--- config.mk ---
export PLATFORM = sky130hd
export DESIGN_NAME = uart_rx
export DESIGN_NICKNAME = d
export VERILOG_FILES = /design/src/rtl/uart_rx_pkg.sv /design/src/rtl/uart_rx_fifo.sv /design/src/rtl/uart_rx.sv
export SDC_FILE = /design/constraint.sdc
export NUM_CORES = 1
export LEC_CHECK = 0
export BUFFER_PORTS_ARGS = -buffer_cell sky130_fd_sc_hd__buf_2
export CAP_MARGIN = 25
export CORE_ASPECT_RATIO = 2
export CORE_MARGIN = 10
export CORE_UTILIZATION = 52
export CTS_CLUSTER_SIZE = 28
export DETAILED_ROUTE_END_ITERATION = 16
export PLACE_DENSITY = 0.74
export SYNTH_ARGS = -nofsm -noshare
export SYNTH_HDL_FRONTEND = slang
export SYNTH_SLANG_ARGS = --single-unit
--- constraint.sdc ---
create_clock -name clk_i -period 2.1 [get_ports clk_i]
set_input_delay 0.42 -clock clk_i [delete_from_list [all_inputs] [get_ports clk_i]]
set_output_delay 0.42 -clock clk_i [all_outputs]
set_load 0.005 [all_outputs]
--- src/rtl/uart_rx_pkg.sv ---
// ============================================================================
// Module      : uart_rx_pkg
// Description : Shared definitions for the 8N1 receive UART.
//               - FSM state encoding (3-bit)
//               - Default bit period (100 MHz / 115200 baud)
//               - Default receive FIFO depth
// Revision    : 1.0 - initial release
// ============================================================================
`default_nettype none

package uart_rx_pkg;

    // Same bit period as the transmit UART's 115200 baud setup.
    localparam int DEFAULT_CLKS_PER_BIT = 868;
    localparam int DEFAULT_FIFO_DEPTH   = 4;

    typedef enum logic [2:0] {
        IDLE      = 3'd0,
        START     = 3'd1,
        DATA      = 3'd2,
        STOP      = 3'd3,
        WAIT_HIGH = 3'd4
    } rx_state_t;

endpackage

`default_nettype wire

--- src/rtl/uart_rx_fifo.sv ---
// ============================================================================
// Module      : uart_rx_fifo
// Description : Small byte FIFO that buffers received bytes ahead of the
//               consumer. The head entry is always presented on rd_data.
//               A push while full is accepted only when a pop happens in
//               the same cycle; otherwise the push is ignored.
// Ports       : clk      - system clock
//               rst_n    - asynchronous active-low reset
//               push     - write wr_data
//               pop      - advance head (ignored while empty)
//               wr_data  - byte to write
//               full     - no free entry
//               empty    - no entry stored
//               rd_data  - head entry
// Revision    : 1.0 - initial release
// ============================================================================
`default_nettype none

module uart_rx_fifo #(
    parameter int DEPTH = 4
) (
    input  logic       clk,
    input  logic       rst_n,
    input  logic       push,
    input  logic       pop,
    input  logic [7:0] wr_data,
    output logic       full,
    output logic       empty,
    output logic [7:0] rd_data
);

    localparam int AW = $clog2(DEPTH);

    logic [7:0]  mem [DEPTH];
    // One extra pointer bit separates the full and empty cases.
    logic [AW:0] wr_ptr;
    logic [AW:0] rd_ptr;
    logic        do_pop;
    logic        do_push;

    assign empty   = (wr_ptr == rd_ptr);
    assign full    = (wr_ptr[AW] != rd_ptr[AW]) &&
                     (wr_ptr[AW-1:0] == rd_ptr[AW-1:0]);
    assign do_pop  = pop & ~empty;
    assign do_push = push & (~full | do_pop);
    assign rd_data = mem[rd_ptr[AW-1:0]];

    always_ff @(posedge clk or negedge rst_n) begin
        if (!rst_n) begin
            wr_ptr <= '0;
            rd_ptr <= '0;
            for (int i = 0; i < DEPTH; i++) begin
                mem[i] <= '0;
            end
        end else begin
            if (do_push) begin
                mem[wr_ptr[AW-1:0]] <= wr_data;
                wr_ptr              <= wr_ptr + 1'b1;
            end
            if (do_pop) begin
                rd_ptr <= rd_ptr + 1'b1;
            end
        end
    end

endmodule

`default_nettype wire

--- src/rtl/uart_rx.sv ---
// ============================================================================
// Module      : uart_rx
// Description : Asynchronous serial receiver, 8N1, LSB first. Delivers each
//               byte on a valid/ready interface and flags framing errors
//               (stop bit low) and overruns (byte lost or overwritten).
//               Build option: define UART_RX_FIFO_EN to buffer bytes in a
//               FIFO_DEPTH-entry FIFO instead of a single holding register.
// Ports       : clk_i      - system clock
//               reset_i    - asynchronous active-low reset
//               rxd_i      - serial input (asynchronous, idle high)
//               data_o     - received byte, meaningful while valid_o=1
//               valid_o    - byte available
//               ready_i    - consumer takes data_o when valid_o=1
//               busy_o     - frame in progress (state != IDLE)
//               frameErr_o - one-cycle pulse, stop bit sampled low
//               overrun_o  - one-cycle pulse, byte lost or overwritten
// Revision    : 1.0 - initial release
// ============================================================================
`default_nettype none

module uart_rx
    import uart_rx_pkg::*;
#(
    parameter int CLKS_PER_BIT = DEFAULT_CLKS_PER_BIT,
    parameter int FIFO_DEPTH   = DEFAULT_FIFO_DEPTH
) (
    input  logic       clk_i,
    input  logic       reset_i,
    input  logic       rxd_i,
    output logic [7:0] data_o,
    output logic       valid_o,
    input  logic       ready_i,
    output logic       busy_o,
    output logic       frameErr_o,
    output logic       overrun_o
);

    localparam int                CNT_W     = $clog2(CLKS_PER_BIT);
    // Half-period load puts the first sample in the middle of the start bit.
    localparam logic [CNT_W-1:0] HALF_LOAD = CNT_W'(CLKS_PER_BIT / 2 - 1);
    localparam logic [CNT_W-1:0] FULL_LOAD = CNT_W'(CLKS_PER_BIT - 1);

    if (CLKS_PER_BIT < 4 || FIFO_DEPTH < 2 ||
        (FIFO_DEPTH & (FIFO_DEPTH - 1)) != 0) begin : g_param_check
        $error("uart_rx: CLKS_PER_BIT must be >= 4, FIFO_DEPTH a power of 2 >= 2");
    end

    logic             sync1;
    logic             rxs;
    rx_state_t        state;
    logic [CNT_W-1:0] bit_cnt;
    logic [2:0]       bit_idx;
    logic [7:0]       shreg;
    logic             frame_err;
    logic             overrun_q;
    logic             cnt_zero;
    logic             commit;

    // Two-flop synchronizer; resets to the idle line level.
    always_ff @(posedge clk_i or negedge reset_i) begin
        if (!reset_i) begin
            sync1 <= 1'b1;
            rxs   <= 1'b1;
        end else begin
            sync1 <= rxd_i;
            rxs   <= sync1;
        end
    end

    assign cnt_zero = (bit_cnt == '0);
    // Valid stop bit: the assembled byte is handed to the output stage.
    assign commit   = (state == STOP) && cnt_zero && rxs;

    always_ff @(posedge clk_i or negedge reset_i) begin
        if (!reset_i) begin
            state     <= IDLE;
            bit_cnt   <= '0;
            bit_idx   <= '0;
            shreg     <= '0;
            frame_err <= 1'b0;
        end else begin
            frame_err <= 1'b0;
            if (!cnt_zero) begin
                bit_cnt <= bit_cnt - 1'b1;
            end
            case (state)
                IDLE: begin
                    if (!rxs) begin
                        state   <= START;
                        bit_cnt <= HALF_LOAD;
                    end
                end
                START: begin
                    if (cnt_zero) begin
                        if (!rxs) begin
                            state   <= DATA;
                            bit_cnt <= FULL_LOAD;
                            bit_idx <= '0;
                        end else begin
                            // Line went back high before mid-bit: glitch.
                            state <= IDLE;
                        end
                    end
                end
                DATA: begin
                    if (cnt_zero) begin
                        // LSB arrives first, so shift in from the top.
                        shreg   <= {rxs, shreg[7:1]};
                        bit_cnt <= FULL_LOAD;
                        if (bit_idx == 3'd7) begin
                            state <= STOP;
                        end else begin
                            bit_idx <= bit_idx + 1'b1;
                        end
                    end
                end
                STOP: begin
                    if (cnt_zero) begin
                        if (rxs) begin
                            state <= IDLE;
                        end else begin
                            frame_err <= 1'b1;
                            state     <= WAIT_HIGH;
                        end
                    end
                end
                WAIT_HIGH: begin
                    // A held-low line (break) must not decode as 0x00 bytes.
                    if (rxs) begin
                        state <= IDLE;
                    end
                end
                default: begin
                    state <= IDLE;
                end
            endcase
        end
    end

    assign busy_o     = (state != IDLE);
    assign frameErr_o = frame_err;
    assign overrun_o  = overrun_q;

`ifdef UART_RX_FIFO_EN
    logic fifo_full;
    logic fifo_empty;
    logic fifo_pop;

    assign fifo_pop = ready_i & ~fifo_empty;

    uart_rx_fifo #(
        .DEPTH   (FIFO_DEPTH)
    ) u_fifo (
        .clk     (clk_i),
        .rst_n   (reset_i),
        .push    (commit),
        .pop     (fifo_pop),
        .wr_data (shreg),
        .full    (fifo_full),
        .empty   (fifo_empty),
        .rd_data (data_o)
    );

    assign valid_o = ~fifo_empty;

    // A pop in the same cycle frees the slot, so only a blocked push drops.
    always_ff @(posedge clk_i or negedge reset_i) begin
        if (!reset_i) begin
            overrun_q <= 1'b0;
        end else begin
            overrun_q <= commit & fifo_full & ~fifo_pop;
        end
    end
`else
    logic [7:0] data_q;
    logic       valid_q;

    always_ff @(posedge clk_i or negedge reset_i) begin
        if (!reset_i) begin
            data_q    <= '0;
            valid_q   <= 1'b0;
            overrun_q <= 1'b0;
        end else begin
            // Overwriting an unconsumed byte loses it.
            overrun_q <= commit & valid_q & ~ready_i;
            if (commit) begin
                data_q  <= shreg;
                valid_q <= 1'b1;
            end else if (valid_q && ready_i) begin
                valid_q <= 1'b0;
            end
        end
    end

    assign data_o  = data_q;
    assign valid_o = valid_q;
`endif

endmodule

`default_nettype wire
# After elaboration in Yosys (flattened, before gate mapping)

Cells that the tools add are included.

Add/subtract/negate cells: 2
$mul: 0
Div/mod/pow operators: 0
$lt $le $gt $ge: 0
Eq/ne operators: 13
Shift operators: 0
Mux-type cells: 25
Bitwise logic cells: 3
Reductions and logical operators: 11

Operator list:

| cell                                                                   | count |
|---|---|
| 10-bit 2-to-1 mux                                                      | 5 |
| 3-bit 2-to-1 mux                                                       | 11 |
| 10-bit one-hot mux with 3 select lines                                 | 1 |
| 2-bit != test (second input constant)                                  | 8 |
| 3-bit one-hot mux with 5 select lines                                  | 1 |
| 10-bit zero test                                                       | 1 |
| 10-bit by 1-bit subtractor with 10-bit output (second input constant)  | 1 |
| 3-bit by 2-bit equality test with 1-bit output (second input constant) | 2 |
| 3-bit equality test (second input constant)                            | 2 |
| 3-bit one-hot mux with 2 select lines                                  | 1 |
| 6-bit AND reduction                                                    | 1 |
| 1-bit 2-to-1 mux                                                       | 5 |
| 5-bit AND reduction                                                    | 1 |
| 2-bit nonzero test                                                     | 2 |
| 3-bit by 1-bit adder with 3-bit output (second input constant)         | 1 |
| 3-bit by 1-bit equality test with 1-bit output (second input constant) | 1 |
| 1-bit logical AND                                                      | 3 |
| 3-bit zero test                                                        | 1 |
| 3-bit nonzero test                                                     | 1 |
| 1-bit bitwise AND                                                      | 2 |
| 2-bit 2-to-1 mux                                                       | 1 |
| 2-bit AND reduction                                                    | 1 |
| 1-bit NOT                                                              | 1 |

Flip-flop bits (word level): 37
Bits in latches: 0
RAM bits: 0
Bits in read-only memories: 0
Input port bits: 4
Word-level logic and storage cells: 64
Memories: 0

# Logic depth before layout (Yosys ltp)

Depth after elaboration: 5
Depth in mapped cells: 10
Depth with buffers taken out: 10

# Worst setup path after synthesis

OpenSTA, ideal clock, no wires.

Path kind: register to register
From: reg bit_cnt[0]
To: reg bit_cnt[0]
Library setup time: 135 ps
Arrival time: 1,802 ps
Required time: 1,965 ps
Slack: 164 ps
Stages on the path, launching flop included: 11
Clock period less this slack: 1,936 ps
Cells stage by stage: dfrtp_1 > inv_1 > ha_1 > nor3b_2 > and3_4 > inv_2 > ha_1 > nand2_1 > o31ai_1 > a22oi_1 > o211ai_1

Cells in the longest elaborated chain, start to end: 5
Elaborated cells on any way between the ends: 8
Classes of those cells: 1 x add/sub; 6 x mux; 1 x reduce/logical

Ends and longest elaborated chain:

| element                                                                                  | line                         | source |
|---|---|---|
| from (decl)                                                                              | uart_rx.sv:51                | `logic [CNT_W-1:0] bit_cnt;` |
| from (signal assigned)                                                                   | uart_rx.sv:84                | `bit_cnt <= bit_cnt - 1'b1;` |
| 10-bit by 1-bit subtractor with 10-bit output / 10-bit zero test (equally long branches) | uart_rx.sv:84, uart_rx.sv:70 |  |
| 10-bit 2-to-1 mux                                                                        | uart_rx.sv:83                | `if (!cnt_zero) begin` |
| 10-bit 2-to-1 mux                                                                        | uart_rx.sv:95                | `if (!rxs) begin` |
| 10-bit 2-to-1 mux                                                                        | uart_rx.sv:94                | `if (cnt_zero) begin` |
| 10-bit one-hot mux with 3 select lines (*)                                               | uart_rx.sv:86                | `case (state)` |

Every way passes the cells marked *; elsewhere a longest branch is shown, timed or not.
A chain may end at the register's enable or synchronous reset.

# Worst setup path after layout

From: reg bit_cnt[0]
To: reg bit_cnt[3]

Same word-level chain as after synthesis.

==> results.yml <==
detailed_routing:
  wirelength_mm: 3.542
  routed_via_density: 5.985
  vias: 1233
  drt_iter0_markers: 39
  drc: 0
  wire_per_inst_um: 17.19
  antenna_left: 0
  dr.pass1.iters: 4
sta:
  worstMarginPinSlew_ns: 0.7938
  finalCriticalPeriod_ns: 1.999
  hold_viol: 0
  worst_clock_skew_ns: 0.007501
  setup_slack_ns: 0.1014
  final_max_slew_viol_count: 0
  final-setup-viol-count: 0
  period_share_pct: 95.17
  max-slew-margin-rel_pct: 47.08
  setup_tns_ns: 0
  rsz0062_at_grt: "false"
  fmaxAchievable_mhz: 500.4
synth:
  synth_mux_area_share_pct: 10.80
  synth_area_leader_cell: "dfrtp_1"
  syn_nets: 157
  synth_ff_type: "dfrtp_1"
  ys_types: 48
  syn_area_per_cell_um2: 11.98
  ys_top_cells_by_count: "35 x dfrtp_1, 17 x mux2_2, 10 x nand2_1, 10 x nor2_1, 7 x o21ai_0"
  yosys.area_share.simple_pct: 15.81
  synth_compound_area_share_pct: 10.87
  synth_top_area_share_pct: 49.40
  yosysWarnings: 0
  yosys-top-cells-area: "dfrtp_1 49%, mux2_2 11%, ha_1 3.5%"
  synth_xor_area_share_pct: 2.470
  yosys.cell_count.top_type: "dfrtp_1"
  yosysSeqAreaShare_pct: 52.36
  synthCells: 148
  synth_top_family_by_area: "simple AND/OR/NAND/NOR gates"
  netlist_area_um2: 1773
  synth_edf_count: 0
  ys_ff_latch: 37
  synth-adder-area-share_pct: 3.529
  async_flop_share_pct: 100.0
worst_hold_path:
  min_path_type: "in2async"
grt:
  grt_max_degree: 38
  grtUsageTotal_pct: 12.85
  grt_pass1_vias: 1348
  grt_remaining_overflow: 0
  antenna_found_initial: 0
  grt_first_pass_wirelength_mm: 6.044
floorplan:
  ios: 16
  die_area_um2: 6287
  core-area_um2: 3341
  die-height_um: 102.6
  start_util_pct: 53.07
  rows: 30
  die_w_um: 61.29
clock_network:
  cts_root_buf: "clkbuf_8"
  max-clock-path-buffers: 2
  clk_pin_slew_ns: 0.07
  cts.sinks: 37
  cts_tree: "yes"
  holdBufCountCts: 0
  numCtsBuffers: 5
  clock_latency_ns: 0.29
  htree_levels: 2
placed_design:
  dp_hpwl_mm: 2.629
  place_congestion: 0.9241
  post-place-cells: 193
  numPortBuffers: 15
  dp_slack_ns: -0.06303
finish:
  n_antenna_cell: 0
  fill_cells: 267
  layoutNonFillerInstCount: 206
  fin_nets: 182
  drive_gt1_share_pct: 36.21
  syn2layout_area_growth_pct: 13.62
  seq_area_um2: 928.4
  post-route-util_pct: 60.30
  multiInputGateArea_um2: 794.5
worst_setup_path:
  criticalPathCategory: "reg2reg"
  reg2reg_from: "bit_cnt[0]"
  cp-endpoint: "bit_cnt[3]"
  crit_slowest_cell: "or4_2"
  rr_endpoint: "bit_cnt[3]"
  critical_path_arrival_ns: 2.21
  startpoint: "bit_cnt[0]"
  crit_chain: "inv_2, ha_1, nor3b_4, and3_4, buf_12, or4_2, a21boi_0"
  cp.depth: 7
  path_buf_inv: 2
  cpLargestDelayFamily: "simple AND/OR/NAND/NOR gates"
  crit_fanout: 8
  worstRegToRegCells: 7
  cp-end-kind: "register"
  crit_required_ns: 2.31
  max_stage_delay_ns: 0.52
  crit_path_start_kind: "register"
  r2r_slack_ns: 0.10
power_and_ir_drop:
  powerDensity_nw_per_um2: 601.1
  totalPowerFinal_mw: 1.211
  vdd_drop_max_mv: 0.4203
  power.leakage_nw: 0.9854
outcome:
  status: "completed"
run:
  drv_cap: 0
-- area by class of cell --
type / count / area share (%)
Clock buffer: 7 / 3.789
Clock inverter: 1 / 0.2484
Inverter: 6 / 1.118
Multi-Input combinational cell: 100 / 39.44
Sequential cell: 37 / 46.09
Tap cell: 32 / 1.988
Timing Repair Buffer: 23 / 7.329
-- placed cells by master (no fill, tap or decap), types with 2 or more instances in the layout --
cell type and count:
o21ai_0 7, a22o_1 2, xor2_1 2, a21boi_0 2
ha_1 4, nand3_1 4, nor2_1 10, dfrtp_1 35
mux2_2 17, nor3_1 2, nand2_1 10, dfstp_2 2
a21oi_1 4, o211ai_1 2, xnor2_1 3, a211oi_1 2
or3_1 2, buf_4 7, inv_1 4, clkbuf_8 5
inv_2 2, buf_2 15, clkbuf_1 2
-- power breakdown --
| group | switching [mW] | total [mW] | leakage [nW] | internal (mW) |
|---|---|---|---|---|
| Combinational | 0.0161 | 0.0197 | 0.453 | 0.00358 |
| Clock | 0.240 | 0.473 | 0.0422 | 0.233 |
| Sequential | 0.00228 | 0.718 | 0.490 | 0.716 |
-- cells by family (layout without fill, tap and decap cells) --
logic type                 Yosys count  after routing
and+or+nand+nor                     45             45
DFF                                 37             37
AOI/OAI and AO/OA                   28             28
muxes                               17             17
buffers and inverters               11             37
adders and majority gates            5              5
xor gates and xnor gates             5              5
-- state kept, by name, summed over array words and instances (netlist names) --
| signal | cells |
|---|---|
| shreg | 8 |
| valid_o | 1 |
| rxs | 1 |
| bit_idx | 3 |
| frameErr_o | 1 |
| bit_cnt | 10 |
| state | 3 |
| overrun_o | 1 |
| data_o | 8 |
| sync1 | 1 |
-- worst min-delay path by stage --
stage	from	to	slack [ns]
finish	reset_i	frameErr_o	0.21
global route	rxd_i	sync1	0.22
CTS	rxd_i	sync1	0.22
detailed placement	sync1	rxs	0.35
global placement	sync1	rxs	0.35
floorplan	reset_i	bit_cnt[0]	0.12
-- through the flow --
stage / hold slack [ns] / instance area (um^2)
after floorplan: 0.1244 / 1773
after global placement: 0.3481 / 1872
after detailed placement: 0.3490 / 1872
after CTS: 0.2207 / 1982
after global routing: 0.2175 / 2014
final: 0.2096 / 2014
-- metal layers --
| metal | share of wire [%] | global-route usage, % |
|---|---|---|
| met1 | 37 | 12.06 |
| met3 | 2.7 | 3.453 |
| met2 | 57 | 22.55 |
| met5 | 0 | 0 |
| met4 | 3.4 | 9.204 |
-- timing repair --
action / 4_1_cts / 5_1_grt
pin swaps: 0 / 1
hold endpoints to repair: 0 / 0
resized for setup: 1 / 3
setup endpoints to repair: 1 / 1
setup buffers: 3 / 2
cloned: 0 / 0
No activity file was read; power rests on OpenSTA's default activity.
